File: src/rtl/counter_arbiter.sv
// Two-requester round-robin arbiter that lends a shared loadable up counter to the winner,
// runs it from the winner's start value to its terminal value, then pulses that winner's done.
module counter_arbiter (
  input  logic       clk,
  input  logic       rst,
  input  logic       req0,
  input  logic       req1,
  input  logic [3:0] start0,
  input  logic [3:0] start1,
  input  logic [3:0] end0,
  input  logic [3:0] end1,
  input  logic [3:0] cnt_q,
  output logic       cnt_rst,
  output logic       cnt_load,
  output logic [3:0] cnt_din,
  output logic       gnt0,
  output logic       gnt1,
  output logic       done0,
  output logic       done1,
  output logic       busy
);

  typedef enum logic [1:0] {
    IDLE = 2'd0,
    LOAD = 2'd1,
    RUN  = 2'd2,
    DONE = 2'd3
  } state_t;

  state_t     state_q, state_d;
  logic       ptr_q, ptr_d;
  logic       win_q, win_d;
  logic [3:0] start_q, start_d;
  logic [3:0] end_q, end_d;
  logic       pick_s;
  logic       win_req_s;

  logic       cnt_rst_q, cnt_load_q, gnt0_q, gnt1_q, done0_q, done1_q, busy_q;
  logic [3:0] cnt_din_q;

  // Winner selection and the winner's own request level
  always_comb begin
    if (req0 && req1) begin
      pick_s = ptr_q;
    end else begin
      pick_s = req1;
    end
    win_req_s = win_q ? req1 : req0;
  end

  // Next-state logic; the pointer always moves to the non-winner when a grant ends
  always_comb begin
    state_d = state_q;
    ptr_d   = ptr_q;
    win_d   = win_q;
    start_d = start_q;
    end_d   = end_q;
    case (state_q)
      IDLE: begin
        if (req0 || req1) begin
          win_d   = pick_s;
          start_d = pick_s ? start1 : start0;
          end_d   = pick_s ? end1 : end0;
          state_d = LOAD;
        end else begin
          state_d = IDLE;
        end
      end
      LOAD: begin
        if (!win_req_s) begin
          state_d = IDLE;
          ptr_d   = ~win_q;
        end else begin
          state_d = RUN;
        end
      end
      RUN: begin
        if (!win_req_s) begin
          state_d = IDLE;
          ptr_d   = ~win_q;
        end else if (cnt_q == end_q) begin
          state_d = DONE;
        end else begin
          state_d = RUN;
        end
      end
      DONE: begin
        state_d = IDLE;
        ptr_d   = ~win_q;
      end
      default: begin
        state_d = IDLE;
      end
    endcase
  end

  // State registers and registered Moore outputs decoded from the next state
  always_ff @(posedge clk) begin
    if (!rst) begin
      state_q    <= IDLE;
      ptr_q      <= 1'b0;
      win_q      <= 1'b0;
      start_q    <= 4'd0;
      end_q      <= 4'd0;
      cnt_rst_q  <= 1'b1;
      cnt_load_q <= 1'b0;
      cnt_din_q  <= 4'd0;
      gnt0_q     <= 1'b0;
      gnt1_q     <= 1'b0;
      done0_q    <= 1'b0;
      done1_q    <= 1'b0;
      busy_q     <= 1'b0;
    end else begin
      state_q    <= state_d;
      ptr_q      <= ptr_d;
      win_q      <= win_d;
      start_q    <= start_d;
      end_q      <= end_d;
      cnt_rst_q  <= (state_d == IDLE) || (state_d == DONE);
      cnt_load_q <= (state_d == LOAD);
      cnt_din_q  <= (state_d == LOAD) ? start_d : 4'd0;
      gnt0_q     <= (state_d != IDLE) && !win_d;
      gnt1_q     <= (state_d != IDLE) && win_d;
      done0_q    <= (state_d == DONE) && !win_d;
      done1_q    <= (state_d == DONE) && win_d;
      busy_q     <= (state_d != IDLE);
    end
  end

  assign cnt_rst  = cnt_rst_q;
  assign cnt_load = cnt_load_q;
  assign cnt_din  = cnt_din_q;
  assign gnt0     = gnt0_q;
  assign gnt1     = gnt1_q;
  assign done0    = done0_q;
  assign done1    = done1_q;
  assign busy     = busy_q;

endmodule

File: config.mk
export PLATFORM = sky130hd
export DESIGN_NAME = counter_arbiter
export DESIGN_NICKNAME = d
export VERILOG_FILES = /design/src/rtl/counter_arbiter.sv
export SDC_FILE = /design/constraint.sdc
export NUM_CORES = 1
export LEC_CHECK = 0
export CORE_UTILIZATION = 30
export CTS_CLUSTER_SIZE = 30
export DETAILED_ROUTE_END_ITERATION = 6
export PLACE_DENSITY = 0.6
export SYNTH_ARGS = -nofsm -noshare
export SYNTH_HDL_FRONTEND = slang
export SYNTH_SLANG_ARGS = --single-unit
export TNS_END_PERCENT = 50
File: constraint.sdc
create_clock -name clk -period 1.8 [get_ports clk]
set_clock_uncertainty 0.15 [all_clocks]
set_input_delay 0.18 -clock clk [delete_from_list [all_inputs] [get_ports clk]]
set_output_delay 0.18 -clock clk [all_outputs]
set_load 0.05 [all_outputs]
# Yosys cells after proc, flatten, opt, wreduce, memory -nomap -nowiden
# Index checks and enable logic that the tools add are counted.
[classes]
reduce_logical = 16
eq_ne = 7
bitwise = 1
n_mux = 15
[ops]
columns = ["op", "n"]
rows = [
  ["$mux W4", 4],
  ["$pmux W2 S4", 1],
  ["$mux W1", 7],
  ["$eq A2 B2 Y1 const B", 3],
  ["$reduce_and A2 Y1", 3],
  ["$logic_and A1 B1 Y1", 5],
  ["$eq A2 B1 Y1 const B", 2],
  ["$eq A4 B4 Y1", 1],
  ["$logic_not A2 Y1", 2],
  ["$mux W2", 2],
  ["$reduce_bool A2 Y1", 2],
  ["$logic_or A1 B1 Y1", 2],
  ["$ne A2 B2 Y1 const B", 1],
  ["$pmux W1 S2", 1],
  ["$reduce_or A2 Y1", 1],
  ["$logic_not A1 Y1", 1],
  ["$not A1 Y1", 1],
]
[word_totals]
register_bits = 23
input_bits = 24

# Logic depth before layout (Yosys ltp)
# Gate-level depths: netlist of run 1.
[logic_depth]
depth_word = 6
ltp_mapped = 8
depth_no_buf = 8

# Worst setup path before layout of run 1
# No wires, ideal clock.
[synth_timing]
path_type = "reg2reg"
from = "register state_q[0]"
to = "register cnt_din_q[3] (netlist: cnt_din[3])"
path_slack_ns = -0.050
setup_time_ns = 0.091
n_path_buf = 0
required_ns = 1.559
arrival_ns = 1.609
synth_period_minus_slack_ns = 1.850
stages_incl_launch_ff = 7
cell_sequence = "dfxtp_1 -> inv_1 -> ha_1 -> o41ai_1 -> ha_1 -> nand2_1 -> a311oi_1"
[synth_between]
elab_chain_cells = 4
[synth_rtl]
columns = ["item", "line_no", "rtl"]
rows = [
  ["start: declaration", "30", "state_t state_q, state_d;"],
  ["start signal: assignment", "114", "state_q <= state_d;"],
  ["$eq A2 B2 Y1 (tied with other cells)", "58", "case (state_q)"],
  ["$pmux W2 S4 *", "58", ""],
  ["net state_d[0]", "30", ""],
  ["$eq A2 B1 Y1 *", "121", "cnt_din_q <= (state_d == LOAD) ? start_d : 4'd0;"],
  ["$reduce_and A2 Y1 (no line) *", "n/a", ""],
  ["end signal: assignment", "121", ""],
  ["end: declaration", "39", "logic [3:0] cnt_din_q;"],
]
# Mark *: on every way through the listed nets, which the timed path passes. The rest lies on a longest branch.
# A chain may end at the register's enable or synchronous reset.

# Worst setup path in the final report of run 1
[layout_timing]
from = "register end_q[2]"
to = "register cnt_din_q[0] (netlist: cnt_din[0])"
[layout_between]
elab_chain_cells = 6
[layout_rtl]
columns = ["item", "line_no", "rtl"]
rows = [
  ["start: declaration", "34", "logic [3:0] end_q, end_d;"],
  ["start signal: assignment", "118", "end_q <= end_d;"],
  ["$eq A4 B4 Y1", "81", "end else if (cnt_q == end_q) begin"],
  ["$mux W1", "81", ""],
  ["$mux W2", "78", "if (!win_req_s) begin"],
  ["$pmux W2 S4", "58", ""],
  ["net state_d[0]", "30", ""],
  ["$eq A2 B1 Y1", "121", ""],
  ["$reduce_and A2 Y1 (no line)", "n/a", ""],
]
# The timed path passes the listed nets, and every way through them passes these cells.

==> run summary, run 1 <==
core area: 3153 um^2
Die X: 60.66 um
fin crit period: 1.808 ns
dpl cell area: 1568 um^2
initial antenna violation count: 0
Relative slew margins: 0.6592
starting density of the core: 0.3274
Worst-Margin Slew: 0.5103 ns
synth warn: 0
input/output buffers: 34
hold_ws: 0.2823 ns
Final WS setup: -0.008195 ns
syn avg cell area: 9.135 um^2
number of fill cells in the layout: 285
CP max FO: 5
All-Layer GR Usage: 0.1587
CTS tree: yes
area grow syn2layout: 77.21%
final setup vio count: 1
layout net count: 203
global route overflow: 0
fmax: 0.5530 GHz
die area: 3680 um^2
CP Capture Type: register
VDD IR max: 383.4 uV
initial drt markers: 28
worst path arrival time: 1.89 ns
cts bufs inserted: 3
Mapped Area: 1032 um^2
DRC violations left: 0
unrepaired setup endpoints after global routing: yes
clk sinks: 23
most frequent cells in the layout: 23 x clkdlybuf4s50_1, 23 x buf_4, 18 x dfxtp_1
Storage cell area: 469.2 um^2
CTS max path bufs: 2
drt first pass iters: 4
I/O pins: 35
Core Rows: 20
routed len/inst: 13.33 um
Vias/cell: 4.991
vias in the first global route: 943
Distinct cells, synth: 27
Leakage: 0.8654 nW
largest net degree at the start of global routing: 21
Tcrit/Tclk final: 1.005
H-tree levels: 1
Place WS: -0.2832 ns
status: finished, violations left
sequential fraction of the synthesis area: 0.4461
global-route wire length before repair: 4229 um
failing checks: negative setup slack
Post-Layout Inst Area: 1829 um^2
worst hold path type: in -> reg
Reg clk slew, reported paths: 0.14 ns
multi-input logic area: 693.2 um^2
Synth top area share: 0.4461
pwr dens: 683.2 nW/um^2
fin cells: 214
Max-Cap Viols: 0
Clock Tree Root: clkbuf_4
Post-Syn Nets: 145
Crit Path Class: reg -> reg
Routability Congestion: 0.8363
#FFs+latches synth: 23
Placed Cells: 205
largest area contributor in the netlist: dfxtp_1
diodes inserted: 0
Pwr Total: 1.250 mW
leading cell types by total area after synthesis: dfxtp_1 45%, ha_1 9.7%, a311oi_1 6.8%, o21ai_0 6.8%, nand3_1 4.4%
post-synthesis cell count: 113
Slew Limit Fails: 0
Critical Path RT: 1.88 ns
die height: 60.66 um
DRT antenna net count: 0
clock insertion delay at the later pin of the skew report: 0.32 ns
Final Hold Viols: 0
CP startpoint kind: register
final wirelength: 2853 um
layout cells sized above 1: 0.3353
Vias: 1068
dpl hpwl: 1921 um
[path summary, 6_finish.rpt]
| kind | endpoint | cells past startpoint | from | slack [ns] |
|---|---|---|---|---|
| max reg2reg | cnt_din[0] | 6 | end_q[2] | -0.008 |
| min reg2reg | cnt_din[1] | 2 | start_q[1] | 0.40 |
| min | end_q[2] | 3 | end0[2] | 0.28 |
| max | cnt_din[0] | 6 | end_q[2] | -0.008 |
[critical path: stages (launching register included)]
cell and delay [ns]:
dfxtp_1 0.36, xnor2_2 0.22, nand2_4 0.09, o41ai_4 0.39, ha_2 0.25, nand2_4 0.07
a311oi_2 0.19
[cell families (layout without fill, tap and decap cells)]
kind of cell | count (synthesis) | count (layout) | share of synthesized area
AO/OA/AOI/OAI | 32 | 32 | 0.2097
XOR/XNOR | 4 | 4 | 0.03394
buffers and inverters | 11 | 68 | 0.04120
flip-flops | 23 | 23 | 0.4461
adder cells (fa/ha/maj) | 8 | 8 | 0.09697
multiplexers | 1 | 1 | 0.009697
AND/OR/NAND/NOR | 34 | 34 | 0.1624
[through the flow]
step                utilization  setup TNS (ns)
floorplan                     -               0
global placement         0.4972          -1.912
detailed placement       0.4972          -2.374
CTS                      0.5389               0
global route             0.5802         -0.4210
finish                   0.5802       -0.008195
[power by group]
group / switching, mW / total (mW) / internal (mW) / leakage [nW]
Sequential: 0.0210 / 0.573 / 0.552 / 0.192
Clock: 0.163 / 0.246 / 0.0831 / 0.0177
Combinational: 0.218 / 0.431 / 0.212 / 0.656
[sequential cells by signal, summed over array words and instances (netlist names)]
name      count
busy          1
cnt_din       4
cnt_load      1
cnt_rst       1
done0         1
done1         1
end_q         4
gnt0          1
gnt1          1
ptr_q         1
start_q       4
state_q       2
win_q         1
[layer usage]
layer  vias up  global-route usage  wire length [um]  part of all wire
met3         6             0.04904               131             0.046
met5         -                   0                 0                 0
li1        526                   -                 -                 -
met2        33              0.2653              1424              0.50
met1       503              0.1997              1260              0.44
met4         0             0.03896                36             0.013
[cells in the mapped netlist (all sizes together)]
master / number
dfxtp: 23
o21ai: 14
nand3: 9
a311oi: 8
ha: 8
nor2: 8
nand2: 6
inv: 5
a31oi: 4
clkbuf: 4
nor2b: 4
xnor2: 4
nor3: 2
a211o: 1
a32oi: 1
and2: 1
and3: 1
buf: 1
clkinv: 1
mux2i: 1
nand2b: 1
nor4: 1
o21a: 1
o22ai: 1
o41a: 1
o41ai: 1
or4b: 1
[area by class of cell]
| class | instances | share of cell area |
|---|---|---|
| multi-input combinational | 79 | 0.3789 |
| clock inverter | 1 | 0.002736 |
| tap | 44 | 0.03010 |
| inverter | 6 | 0.01368 |
| timing repair buffer | 58 | 0.3057 |
| sequential | 23 | 0.2565 |
| clock buffer | 3 | 0.01231 |
[repair_timing]
item | 4_1_cts | 5_1_grt
endpoints found under the setup margin | 10 | 16
gates resized for setup | 23 | 26
pin swaps | 7 | 10
buffers inserted | 2 | 3
hold buffers | 0 | 0
Power figures use the tool's default switching activity.
==> inputs of run 2 (changes only) <==
CTS_CLUSTER_DIAMETER = 200   (was not set)
SETUP_SLACK_MARGIN = 0.05   (was not set)
==> run 2 against run 1 <==
Net effect:
- clock power is essentially flat
- die area is the same
- critical endpoint is now cnt_din[2]
- routed wire length shrank 2.9%
- the run still ends with negative setup slack left
- largest cell class unchanged
- largest power group unchanged
- first-iteration DRC count grew 21%
- highest routed layer unchanged
==> run summary, run 2 (same netlist as run 1, synthesis figures left out) <==
clock insertion delay at the later pin of the skew report: 0.31 ns
global route overflow: 0
global-route wire length before repair: 4243 um
fin cells: 215
initial antenna violation count: 0
Clock Tree Root: clkbuf_4
largest net degree at the start of global routing: 21
Max-Cap Viols: 0
final wirelength: 2769 um
Vias/cell: 4.851
core area: 3153 um^2
pwr dens: 686.7 nW/um^2
I/O pins: 35
failing checks: negative setup slack
fin crit period: 1.821 ns
cts bufs inserted: 3
H-tree levels: 1
worst hold path type: in -> reg
R2R depth: 6
Place WS: -0.3596 ns
Final WS setup: -0.02112 ns
number of hold buffers added after cts: 0
most frequent cells in the layout: 25 x buf_4, 20 x clkdlybuf4s50_1, 17 x dfxtp_1
CTS tree: yes
dpl hpwl: 2046 um
CTS max path bufs: 2
Relative slew margins: 0.6657
DRC violations left: 0
status: finished, violations left
Leakage: 0.8148 nW
Worst-Margin Slew: 0.5007 ns
Vias: 1043
Final Hold Viols: 0
setup total negative slack: -0.02112 ns
CP Capture Type: register
routed len/inst: 12.88 um
unrepaired setup endpoints after global routing: yes
Critical Path RT: 1.88 ns
Worst Hold Path Cells: 3
Routability Congestion: 0.7627
drt first pass iters: 4
Die X: 60.66 um
fmax: 0.5491 GHz
VDD IR max: 320.1 uV
layout cells sized above 1: 0.3275
vias in the first global route: 1001
Crit Path Class: reg -> reg
leading cell type in the layout, fill and taps excluded: buf_4
number of fill cells in the layout: 305
input/output buffers: 34
Reg clk slew, reported paths: 0.12 ns
die height: 60.66 um
DRT antenna net count: 0
die area: 3680 um^2
final setup vio count: 1
starting density of the core: 0.3274
CP startpoint kind: register
diodes inserted: 0
layout net count: 204
All-Layer GR Usage: 0.1582
worst path arrival time: 1.90 ns
initial drt markers: 34
area grow syn2layout: 71.64%
clk sinks: 23
Tcrit/Tclk final: 1.012
Placed Cells: 207
Slew Limit Fails: 0
CP max FO: 5
Core Rows: 20
run 2: per-stage QoR:
stage	hold WS, ns	area, um^2	total power [mW]	utilization
after detailed placement	0.3804	1580	0.9397	0.5012
final	0.2869	1772	1.217	0.5619
after CTS	0.2802	1739	1.220	0.5516
after global placement	0.3661	1580	0.9344	0.5012
after floorplan	0.2027	1040	0.7681	-
after global routing	0.3013	1772	1.271	0.5619
run 2: what timing repair did:
action                                  4_1_cts  5_1_grt
resized for setup                            31       12
buffers inserted                              3        1
endpoints found under the setup margin       20       22
pin swaps                                    11        4
run 2: report_power, final:
group          switching (mW)  internal (mW)  leakage, nW
combinational           0.206          0.194        0.608
sequential             0.0196          0.554        0.192
clock                   0.157         0.0867       0.0150
run 2: cell type report:
| type | count | area [um^2] | share of cell area |
|---|---|---|---|
| clock buffers | 4 | 26.28 | 0.01483 |
| inverters | 6 | 22.52 | 0.01271 |
| multi-input cells | 79 | 649.4 | 0.3665 |
| flip-flops and latches | 23 | 467.9 | 0.2641 |
| well taps | 44 | 55.05 | 0.03107 |
| repair buffers | 59 | 550.5 | 0.3107 |
run 2: critical path, cell delays in order, from the launching register on:
cell and delay (ns):
dfxtp_2 0.38, xnor2_2 0.11, nand3_2 0.12, o41ai_4 0.41
ha_2 0.26, nand2_4 0.07, a311oi_2 0.25
run 2: routing by layer:
metal / GRT usage / wire length [um]
met1: 0.1877 / 1207
met2: 0.2763 / 1403
met3: 0.02559 / 99
met4: 0.07792 / 59
met5: 0 / 0
run 2: path summary, 6_finish.rpt:
path | start | end | slack, ns
worst max register to register | end_q[3] | cnt_din[2] | -0.02
worst max-delay path | end_q[3] | cnt_din[2] | -0.02
worst min register to register | start_q[3] | cnt_din[3] | 0.39
worst min-delay path | end0[1] | end_q[1] | 0.29
